### src/rtl/mseq_pkg.sv
// Shared types and field offsets for the moore_fsm sequencer.
// Arbitration mode is chosen by the MSEQ_RR_EN macro; see mseq_arb.sv.
package mseq_pkg;

  typedef enum logic {
    IDLE = 1'b0,
    HOLD = 1'b1
  } state_e;

  localparam int unsigned CMD_W = 3;
  localparam int unsigned A_BIT = 2;
  localparam int unsigned B_BIT = 1;
  localparam int unsigned I_BIT = 0;

endpackage

### src/rtl/mseq_arb.sv
// Requester arbiter: combinational winner select from a start pointer.
// MSEQ_RR_EN defined: rotating pointer (round-robin); undefined: fixed priority, index 0 first.
module mseq_arb #(
  parameter  int unsigned NREQ = 4,
  localparam int unsigned IDW  = $clog2(NREQ)
) (
  input  logic            clk,
  input  logic            rst,
  input  logic [NREQ-1:0] req_i,
  input  logic            adv_i,
  output logic [NREQ-1:0] win_oh_c,
  output logic [IDW-1:0]  win_idx_c,
  output logic            win_vld_c
);

  logic [IDW-1:0] ptr;

`ifdef MSEQ_RR_EN
  logic [IDW-1:0] ptr_q;
  logic [IDW-1:0] ptr_d;

  // After granting i, the search starts at i+1 (wrapping).
  always_comb begin
    ptr_d = ptr_q;
    if (adv_i) begin
      ptr_d = (32'(win_idx_c) == NREQ - 1) ? '0 : win_idx_c + IDW'(1);
    end
  end

  always_ff @(posedge clk) begin
    if (rst) begin
      ptr_q <= '0;
    end else begin
      ptr_q <= ptr_d;
    end
  end

  assign ptr = ptr_q;
`else
  logic unused_rr;
  assign unused_rr = ^{clk, rst, adv_i};
  assign ptr       = '0;
`endif

  // First requester found scanning upward from ptr.
  always_comb begin
    int unsigned idx;
    idx       = 0;
    win_vld_c = 1'b0;
    win_idx_c = '0;
    win_oh_c  = '0;
    for (int unsigned k = 0; k < NREQ; k++) begin
      idx = (32'(ptr) + k) % NREQ;
      if (!win_vld_c && req_i[IDW'(idx)]) begin
        win_vld_c = 1'b1;
        win_idx_c = IDW'(idx);
      end
    end
    if (win_vld_c) begin
      win_oh_c[win_idx_c] = 1'b1;
    end
  end

endmodule

### src/rtl/moore_fsm_sequencer.sv
// Shares one moore_fsm among NREQ requesters: grant, hold vector HOLD cycles, capture, respond.
// Arbitration mode: MSEQ_RR_EN defined = round-robin, undefined = fixed priority.
module moore_fsm_sequencer #(
  parameter  int unsigned NREQ = 4,
  parameter  int unsigned HOLD = 2,
  localparam int unsigned IDW  = $clog2(NREQ)
) (
  input  logic                            CLK,
  input  logic                            RST,
  input  logic [NREQ-1:0]                 req,
  input  logic [mseq_pkg::CMD_W*NREQ-1:0] cmd,
  output logic [NREQ-1:0]                 gnt,
  output logic                            busy,
  output logic                            done,
  output logic [IDW-1:0]                  rsp_id,
  output logic [1:0]                      rsp_q,
  output logic                            rsp_y,
  output logic                            A,
  output logic                            B,
  output logic                            I,
  input  logic                            Qa,
  input  logic                            Qb,
  input  logic                            Y
);
  import mseq_pkg::*;

  localparam int unsigned CNT_W = 4;

  if (HOLD == 0 || HOLD > 15) begin : g_bad_hold
    $error("moore_fsm_sequencer: HOLD must be in 1..15");
  end
  if (NREQ < 2 || NREQ > 8) begin : g_bad_nreq
    $error("moore_fsm_sequencer: NREQ must be in 2..8");
  end

  state_e             state_q, state_d;
  logic [CNT_W-1:0]   cnt_q, cnt_d;
  logic [NREQ-1:0]    gnt_q, gnt_d;
  logic [CMD_W-1:0]   vec_q, vec_d;
  logic [IDW-1:0]     id_q, id_d;
  logic               busy_q, busy_d;
  logic               done_q, done_d;
  logic [IDW-1:0]     rsp_id_q, rsp_id_d;
  logic [1:0]         rsp_st_q, rsp_st_d;
  logic               rsp_y_q, rsp_y_d;

  logic [NREQ-1:0]    win_oh_c;
  logic [IDW-1:0]     win_idx_c;
  logic               win_vld_c;
  logic               adv_c;

  mseq_arb #(.NREQ(NREQ)) u_arb (
    .clk       (CLK),
    .rst       (RST),
    .req_i     (req),
    .adv_i     (adv_c),
    .win_oh_c  (win_oh_c),
    .win_idx_c (win_idx_c),
    .win_vld_c (win_vld_c)
  );

  // Next-state and datapath loads; vector register is never cleared between transactions.
  always_comb begin
    state_d  = state_q;
    cnt_d    = cnt_q;
    gnt_d    = gnt_q;
    vec_d    = vec_q;
    id_d     = id_q;
    busy_d   = busy_q;
    done_d   = 1'b0;
    rsp_id_d = rsp_id_q;
    rsp_st_d = rsp_st_q;
    rsp_y_d  = rsp_y_q;
    adv_c    = 1'b0;
    unique case (state_q)
      mseq_pkg::IDLE: begin
        if (win_vld_c) begin
          state_d = mseq_pkg::HOLD;
          gnt_d   = win_oh_c;
          vec_d   = cmd[32'(win_idx_c) * CMD_W +: CMD_W];
          id_d    = win_idx_c;
          cnt_d   = CNT_W'(HOLD - 1);
          busy_d  = 1'b1;
          adv_c   = 1'b1;
        end
      end
      mseq_pkg::HOLD: begin
        if (cnt_q != '0) begin
          cnt_d = cnt_q - CNT_W'(1);
        end else begin
          rsp_st_d = {Qa, Qb};
          rsp_y_d  = Y;
          rsp_id_d = id_q;
          done_d   = 1'b1;
          gnt_d    = '0;
          busy_d   = 1'b0;
          state_d  = mseq_pkg::IDLE;
        end
      end
      default: state_d = mseq_pkg::IDLE;
    endcase
  end

  always_ff @(posedge CLK) begin
    if (RST) begin
      state_q  <= mseq_pkg::IDLE;
      cnt_q    <= '0;
      gnt_q    <= '0;
      vec_q    <= '0;
      id_q     <= '0;
      busy_q   <= 1'b0;
      done_q   <= 1'b0;
      rsp_id_q <= '0;
      rsp_st_q <= '0;
      rsp_y_q  <= 1'b0;
    end else begin
      state_q  <= state_d;
      cnt_q    <= cnt_d;
      gnt_q    <= gnt_d;
      vec_q    <= vec_d;
      id_q     <= id_d;
      busy_q   <= busy_d;
      done_q   <= done_d;
      rsp_id_q <= rsp_id_d;
      rsp_st_q <= rsp_st_d;
      rsp_y_q  <= rsp_y_d;
    end
  end

  assign gnt    = gnt_q;
  assign busy   = busy_q;
  assign done   = done_q;
  assign rsp_id = rsp_id_q;
  assign rsp_q  = rsp_st_q;
  assign rsp_y  = rsp_y_q;
  assign A      = vec_q[A_BIT];
  assign B      = vec_q[B_BIT];
  assign I      = vec_q[I_BIT];

endmodule

### config.mk
export PLATFORM = sky130hd
export DESIGN_NAME = moore_fsm_sequencer
export DESIGN_NICKNAME = d
export VERILOG_FILES = /design/src/rtl/mseq_pkg.sv /design/src/rtl/mseq_arb.sv /design/src/rtl/moore_fsm_sequencer.sv
export SDC_FILE = /design/constraint.sdc
export NUM_CORES = 1
export LEC_CHECK = 0
export CAP_MARGIN = 20
export CORE_MARGIN = 4
export CORE_UTILIZATION = 43
export DETAILED_ROUTE_END_ITERATION = 7
export GPL_ROUTABILITY_DRIVEN = 0
export PLACE_DENSITY = 0.84
export SYNTH_ARGS = -nofsm -noshare
export SYNTH_HDL_FRONTEND = slang
export SYNTH_SLANG_ARGS = --single-unit
### constraint.sdc
create_clock -name CLK -period 1.95 [get_ports CLK]
set_clock_uncertainty 0.15 [all_clocks]
set_input_delay 0.4875 -clock CLK [delete_from_list [all_inputs] [get_ports CLK]]
set_output_delay 0.4875 -clock CLK [all_outputs]
set_load 0.01 [all_outputs]
==> impl_results.md, run 1 <==
* Leading cell type in the layout, fill and taps excluded: clkdlybuf4s50_1
* Final hold slack at 0.3586 ns
* Synth Area in Compound Gates at 25.88%
* Peak supply drop at 0.4576 mV
* Largest family of logic cells by synthesized area: compound AO/OA/AOI/OAI gates
* Synthesized flop and latch total at 21
* Async set-or-reset flop fraction in the synthesized netlist at 0%
* Cells after Synth at 105
* Slew HR at 78.25%
* CP Buf/Inv Count at 1
* Register Area at 420.4 µm²
* Die area at 0.003059 mm²
* Clock sink count at 21
* HPWL after DPL at 1973 µm
* H-tree depth at 1
* Leakage at between 0.6 and 0.7 nW
* Fill cell count at around 170
* Largest cells by area after synthesis: dfxtp_1 44%, mux2i_1 6.2%, a21oi_1 4.7%
* Final Hold Fails at 0
* Pins over their slew limit at 0
* Vias per inst at 5.514
* Area of the multi-input gates at 488.0 µm²
* Min Tclk post-route at 1.864 ns
* Setup violators final at 0
* Crit-path max FO at 2
* First-pass DRT Iterations at 4
* Final #Nets at ~180
* TNS Setup at 0 ns
* Root Driver: clkbuf_4
* Crit share post-route at 95.57%
* Largest net degree at the start of global routing at 17
* Ys Warns at 0
* Met1 GRT Util at between 10% and 20%
* Mux contribution to synthesized area at 6.242%
* Status: complete, no violations
* DR WL/cell at 13.95 µm
* Cell Chain, Critical Path: clkdlybuf4s50_1
* Die height at 55.31 µm
* Site row count at 16
* Post-synth top area cell: dfxtp_1
* Met2 usage in global routing at between 20 and 30%
* Worst EP required at 1.31 ns
* Overall via count from detail_route at around 1000
* Final routed DRC violation total at 0
* CP Data Arrival Time at ~1.2 ns
* Post-Synth Simple-Gate Area at 15.34%
* Top_reg_cell synth: dfxtp_1
* Busiest metal layer after global routing: met2
* Sequential element share of the synthesized area at 43.69%
* Worst slew pin tran at around 0.32 ns
* Initial antenna violation count at 0
* Worst path max stage delay at ~0.55 ns
* Area growth, synth to finish at 52.80%
* Hold Path Class: reg -> reg
* Xor/xnor share of the synthesized area at 0%
* Syn nets at approximately 130
* Slowest cell on the critical path: clkdlybuf4s50_1
* Post-synth EDFFs at 0
* Port Buffers at 34
* CP endpoint kind: output pin
* GRT overflow at 0
* GRT Util Overall at 17.22%
* Adder-cell share of the synthesized area at 2.601%
* Detail Route Antenna Nets at 0
* Critical path's top delay family: buffers and inverters
* Synth unique cells at 35
* First-pass GRT wire length at 4264 µm
* Reg2reg setup slack at around 0.24 ns
* Design Power at 994.7 µW
* Layout cells sized above 1 at 16.88%
* Core area at 0.002042 mm²
* Placed cell count at between 150 and 200
* Power per cell area at 676.6 mW/mm²
* Final non-filler cell total at 181
* Number of global-route vias before repair at 1007
* Global routing usage on met3 at 4.429%
* Cell Area, Synth at roughly 960 µm²
* Clock buffer depth at 2
* Worst-Skew Late Latency at 0.31 ns
* Max-cap violations at 0
* Startpoint types: flip-flop
* # diodes at 0
* Avg Inst Size Synth at 9.164 µm²
* # IOs at 35
* CP Class: reg -> out
* Highest Clock Rate at about 0.54 GHz
* Detailed Route WL at 2525 µm
* Starting DRT DRC Count at 18
* Synth top area share at ~44%
* CTS tree: yes
* Clock-pin slew on the worst setup and hold paths at 0.11 ns
* Most frequent cells in the layout: 34 x clkdlybuf4s50_1, 21 x dfxtp_1, 18 x buf_4
* CTS buffer count at 3
* Die width at about 55 µm
* Starting Density at a little under half
-- area by class of cell --
cell class              instances  share of cell area (%)
clock buffers                   4                   1.787
multi-input cells              70                   33.19
flip-flops and latches         21                   28.60
well taps                      27                   2.298
repair buffers                 52                   32.34
inverters                       7                   1.787
-- Yosys cell counts (3+ instances only) --
library cell,n
dfxtp_1,21
buf_2,3
o211ai_1,4
o22ai_1,4
a21oi_1,9
nand2_1,4
nor2_1,10
mux2i_1,6
a211oi_1,4
a221oi_1,3
inv_1,6
a21o_1,3
-- registers in the layout (all words and copies together) (netlist names) --
register,count
cnt_q,4
gnt,4
vec_q,3
id_q,2
rsp_id,2
rsp_q,2
busy,1
done,1
rsp_y,1
state_q,1
-- kinds of logic after synthesis --
family,count (synthesis)
AO/OA/AOI/OAI,35
flip-flops,21
adder cells (fa/ha/maj),2
multiplexers,6
buffers and inverters,14
AND/OR/NAND/NOR,27
-- worst paths after layout --
check | start | endpoint | depth (start not counted)
hold reg to reg | cnt_q[2] | cnt_q[2] | 2
hold / removal | cnt_q[2] | cnt_q[2] | 2
setup / recovery | vec_q[0] | I | 1
setup reg to reg | cnt_q[0] | cnt_q[1] | 5
-- worst register-to-register path: stages, from the launching register on --
cell and delay (ns):
dfxtp_1 0.34, inv_1 0.10, ha_1 0.21, or3b_2 0.49, nor3b_1 0.16, o21a_1 0.18
-- what timing repair did --
action / in CTS / in global routing
gates resized for setup: 0 / 1
setup buffers: 0 / 0
endpoints found under the setup margin: 0 / 1
hold buffers: 0 / 0
-- stage by stage --
stage               setup slack, ns  utilization (%)  instance area (µm²)
detailed placement          -0.2714            70.40                 1438
global placement            -0.1818            70.40                 1438
CTS                         0.04283            71.69                 1464
global route              -0.002621            72.00                 1470
finish                      0.08634            72.00                 1470
floorplan                    0.2460                -                962.2
-- per-layer routing --
metal	share of wire, %	routed length (µm)
met1	42	1069
met2	49	1248
met3	6.5	164
met4	1.7	42
met5	0	0
-- report_power, final --
group | internal (mW) | switching, mW | leakage, nW
logic | 0.166 | 0.129 | 0.422
clock network | 0.0799 | 0.131 | 0.0150
registers | 0.467 | 0.0214 | 0.173
total | 0.713 | 0.282 | 0.610
No activity file was read; power rests on OpenSTA's default activity.
==> inputs of run 2 (changes only) <==
--- a/config.mk
+++ b/config.mk
@@ -7,10 +7,11 @@
 export LEC_CHECK = 0
 export CAP_MARGIN = 20
 export CORE_MARGIN = 4
-export CORE_UTILIZATION = 43
+export CORE_UTILIZATION = 46
+export CTS_CLUSTER_SIZE = 30
 export DETAILED_ROUTE_END_ITERATION = 7
 export GPL_ROUTABILITY_DRIVEN = 0
-export PLACE_DENSITY = 0.84
+export PLACE_DENSITY = 0.88
 export SYNTH_ARGS = -nofsm -noshare
 export SYNTH_HDL_FRONTEND = slang
 export SYNTH_SLANG_ARGS = --single-unit
==> constraint.sdc (replaced) <==
create_clock -name CLK -period 2.2 [get_ports CLK]
set_clock_uncertainty 0.15 [all_clocks]
set_input_delay 0.55 -clock CLK [delete_from_list [all_inputs] [get_ports CLK]]
set_output_delay 0.55 -clock CLK [all_outputs]
set_load 0.01 [all_outputs]
==> impl_results.md, run 2 (synthesis results as in run 1) <==
* Status: complete, no violations
* Setup violators final at 0
* Detail Route Antenna Nets at 0
* Root Driver: clkbuf_4
* Max-cap violations at 0
* Vias per inst at 5.600
* Worst-Skew Late Latency at 0.31 ns
* Layout cells sized above 1 at 13.51%
* Critical path's top delay family: simple AND/OR/NAND/NOR gates
* Initial antenna violation count at 0
* Critical path depth at 4
* Die area at 0.002887 mm²
* GRT Util Overall at 19.82%
* # resized after CTS at 0
* Clock sink count at 21
* H-tree depth at 1
* Peak supply drop at 0.4171 mV
* Final #Nets at 172
* Min Tclk post-route at 1.928 ns
* CP Buf/Inv Count at 1
* FF-to-FF path depth at 5
* DR WL/cell at 14.47 µm
* Overall via count from detail_route at just under 1000
* # diodes at 0
* Hold Path Class: reg -> reg
* Crit share post-route at 87.66%
* Starting Density at 48.55%
* Worst path max stage delay at 0.65 ns
* CTS buffer count at 3
* Pins over their slew limit at 0
* Clock buffer depth at 2
* CP Class: in -> reg
* Area growth, synth to finish at 47.59%
* Met1 wire length at ~1100 µm
* First-pass DRT Iterations at 4
* Worst EP required at about 2.3 ns
* CP endpoint kind: flip-flop
* Starting DRT DRC Count at 25
* Clock-pin slew on the worst setup and hold paths at 0.12 ns
* RSZ-0062 raised after global routing: no
* First-pass GRT wire length at between 4000 and 5000 µm
* Design Power at 873.0 µW
* Leakage at ~0.58 nW
* Highest Clock Rate at 0.5185 GHz
* Hold buffer count at CTS at 0
* Core area at 0.001982 mm²
* Crit-path max FO at 5
* Final routed DRC violation total at 0
* Post-CTS Repair Setup Buffers at 0
* CTS tree: yes
* Port Buffers at 34
* Final Hold Fails at 0
* Fill cell count at 131
* Detailed Route WL at 2533 µm
* Slowest cell on the critical path: or4_1
* Startpoint types: input pin
* Worst Hold Path Cells at 2
* CP Data Arrival Time at roughly 2.0 ns
* Die width at 53.74 µm
* Site row count at 16
* HPWL after DPL at 1944 µm
* Number of global-route vias before repair at 1013
* Leading cell type in the layout, fill and taps excluded: clkdlybuf4s50_1
* Slew HR at roughly three quarters
* Die height at 53.74 µm
* Routed wire length on met3 at 107 µm
* GRT overflow at 0
* Placed Area at approximately 0.0014 mm²
* DR WL met2 at 1259 µm
* # IOs at 35
* Most frequent cells in the layout: 34 x clkdlybuf4s50_1, 21 x dfxtp_1, 12 x buf_4
* Largest net degree at the start of global routing at 17
* Max layer used: met4
* Final Instance Area at 0.001420 mm²
* Worst slew pin tran at approximately 0.39 ns
* Cell Chain, Critical Path: clkdlybuf4s50_1 > or4_1 > mux2i_1 > a21oi_1
* Power per cell area at between 600 and 700 mW/mm²
-- run 2: layer usage --
metal	vias up	track usage, %
li1	477	-
met1	463	24.20
met2	34	33.47
met3	6	3.324
met4	0	9.362
met5	-	0
-- run 2: final timing paths --
| check | slack (ns) | to | startpoint |
|---|---|---|---|
| max | 0.27 | cnt_q[0] | req[1] |
| min | 0.35 | gnt[0] | gnt[0] |
| max reg2reg | 0.47 | cnt_q[1] | cnt_q[1] |
| min reg2reg | 0.35 | gnt[0] | gnt[0] |
-- run 2: report_power, final --
part | switching, mW | internal [mW]
clock network | 0.122 | 0.0679
registers | 0.0180 | 0.414
logic | 0.113 | 0.138
-- run 2: cell type report --
cell class / instances / area, µm² / area share (%)
clock buffers: 3 / 22.52 / 1.586
clock inverters: 1 / 5.005 / 0.3524
inverters: 7 / 26.28 / 1.850
multi-input cells: 70 / 481.7 / 33.92
flip-flops and latches: 21 / 420.4 / 29.60
well taps: 27 / 33.78 / 2.379
repair buffers: 46 / 430.4 / 30.31
-- run 2: stage by stage --
step	setup TNS, ns	util [%]	hold WS, ns	instances	setup slack [ns]
finish	0	71.65	0.3539	175	0.2715
global placement	0	70.27	0.3252	171	0.006695
floorplan	0	-	0.3111	105	0.4335
global route	0	71.65	0.3952	175	0.1754
CTS	0	71.65	0.3605	175	0.2776
detailed placement	-0.07150	70.27	0.3354	171	-0.05014
-- run 2: worst reg2reg max path, delay by kind of cell (launching register included) --
kind | cells | cell delay, ns
AOI/OAI and AO/OA | 1 | 0.19
and+or+nand+nor | 2 | 0.65
DFF | 1 | 0.35
adders and majority gates | 1 | 0.21
buffers and inverters | 1 | 0.10
==> inputs of run 3 (changes only) <==
--- a/config.mk
+++ b/config.mk
@@ -12,6 +12,7 @@
 export DETAILED_ROUTE_END_ITERATION = 7
 export GPL_ROUTABILITY_DRIVEN = 0
 export PLACE_DENSITY = 0.88
+export SETUP_SLACK_MARGIN = 0.5
 export SYNTH_ARGS = -nofsm -noshare
 export SYNTH_HDL_FRONTEND = slang
 export SYNTH_SLANG_ARGS = --single-unit
==> impl_results.md, run 3 (synthesis results as in run 1) <==
* Status: complete, no violations
* Pins over their slew limit at 0
* Startpoint types: flip-flop
* # diodes at 0
* HPWL after DPL at 1958 µm
* Cell internal pwr at 604.2 µW
* Initial antenna violation count at 0
* Hold Path Class: reg -> reg
* Die width at around 54 µm
* Final Instance Area at 0.001415 mm²
* Overall via count from detail_route at 966
* Die area at 0.002887 mm²
* Worst-Skew Late Latency at 0.31 ns
* Area of the multi-input gates at 513.0 µm²
* Cell Chain, Critical Path: dlygate4sd2_1
* Design Power at 858.3 µW
* Post-CTS Repair Setup Buffers at 0
* Starting DRT DRC Count at 12
* DR WL/cell at 14.80 µm
* Switch Pwr at 254.1 µW
* Final Hold Fails at 0
* H-tree depth at 1
* RSZ-0062 raised after global routing: yes
* Detail Route Antenna Nets at 0
* Final #Nets at 170
* Crit share post-route at between 70% and 80%
* Switching Fraction at just under 30%
* Met1 GRT Util at 23.56%
* Starting Density at 48.55%
* CP endpoint kind: output pin
* Area growth, synth to finish at 47.07%
* Die height at ~54 µm
* Power per cell area at 606.5 mW/mm²
* Placed Area at 0.001384 mm²
* Comb power frac at 27.7%
* Global routing usage on met3 at roughly 5.5%
* Clock buffer depth at 2
* Root Driver: clkbuf_4
* Slowest cell on the critical path: dfxtp_1
* Worst slew pin tran at 0.3031 ns
* TNS Setup at 0 ns
* CTS buffer count at 3
* Highest Clock Rate at 0.6060 GHz
* Setup violators final at 0
* CP Data Arrival Time at 0.95 ns
* Clock sink count at 21
* Final hold slack at around 0.36 ns
* Register Area at 421.7 µm²
* Worst path max stage delay at roughly 0.36 ns
* # IOs at 35
* Core area at 0.001982 mm²
* Final routed DRC violation total at 0
* Leakage at 0.6372 nW
* Most frequent cells in the layout: 20 x dfxtp_1, 18 x dlygate4sd2_1, 16 x clkdlybuf4s50_1
* GRT overflow at 0
* First-pass GRT wire length at about 4200 µm
* CP Launch Point: gnt[0]
* Number of global-route vias before repair at 975
* Largest net degree at the start of global routing at 17
* GRT Util Overall at around a fifth
* Min Tclk post-route at 1.650 ns
* Vias per inst at 5.584
* Reg power frac at 50.4%
* Slew HR at ~80%
* Peak supply drop at 0.4771 mV
* Max-cap violations at 0
* Layout cells sized above 1 at 16.44%
* Clock Power Share at 21.9%
* Leading cell type in the layout, fill and taps excluded: dfxtp_1
* Fill cell count at between 150 and 200
* Worst EP required at 1.50 ns
* First-pass DRT Iterations at 4
* Met2 usage in global routing at 32.66%
* Crit-path max FO at 2
* Busiest metal layer after global routing: met2
* Critical path's top delay family: flip-flops
* CP Buf/Inv Count at 1
* Reg2reg start: cnt_q[1]
* Site row count at 16
* CP Class: reg -> out
* Detailed Route WL at 2561 µm
* Clock-pin slew on the worst setup and hold paths at roughly 0.11 ns
* Port Buffers at 34
* Worst Min Path Start: rsp_q[0]
* CTS tree: yes
==> run 3: cell types whose count changed in the layout (fill, tap and decap cells not counted), moves of 2 or more <==
cell and change:
inv_1 -2, dlygate4sd2_1 +18, buf_4 -2, inv_2 +2, clkdlybuf4s50_1 -18
==> run 3: routing by layer <==
layer / routed length [µm] / share of wire, % / vias up
met1: 1101 / 43 / 453
met2: 1273 / 50 / 31
li1: - / - / 471
met4: 75 / 2.9 / 0
met3: 111 / 4.3 / 11
met5: 0 / 0 / -
==> run 3: what timing repair did <==
item,4_1_cts,5_1_grt
pin swaps,2,1
setup endpoints to repair,27,7
resized for setup,20,5
hold buffers,0,0
==> run 3: worst paths after layout <==
kind | to | slack (ns) | cells past startpoint
worst max-delay path | gnt[0] | 0.55 | 1
worst min-delay path | rsp_q[0] | 0.36 | 2
worst max register to register | cnt_q[1] | 0.57 | 5
worst min register to register | rsp_q[0] | 0.36 | 2
==> run 3: power by group through the flow <==
stage          registers (mW)  clock network (mW)  logic (mW)
6_report                0.433               0.188       0.238
5_1_grt                 0.438               0.203       0.265
4_1_cts                 0.432               0.192       0.233
3_5_place_dp            0.441                   0       0.247
3_3_place_gp            0.440                   0       0.241
2_1_floorplan           0.447                   0       0.123
==> run 3: cell type report <==
cell class,instances,area share [%]
tap,27,2.387
sequential,21,29.80
clock buffer,3,1.592
multi-input combinational,70,36.25
inverter,7,1.857
timing repair buffer,44,27.76
clock inverter,1,0.3537
==> run 3: stage by stage <==
step / std cells / setup slack, ns / util [%]
2_1_floorplan: 105 / 0.5009 / -
3_3_place_gp: 169 / 0.05224 / 69.82
3_5_place_dp: 169 / 0.02261 / 69.82
4_1_cts: 173 / 0.5009 / 70.39
5_1_grt: 173 / 0.4869 / 71.40
6_report: 173 / 0.5499 / 71.40
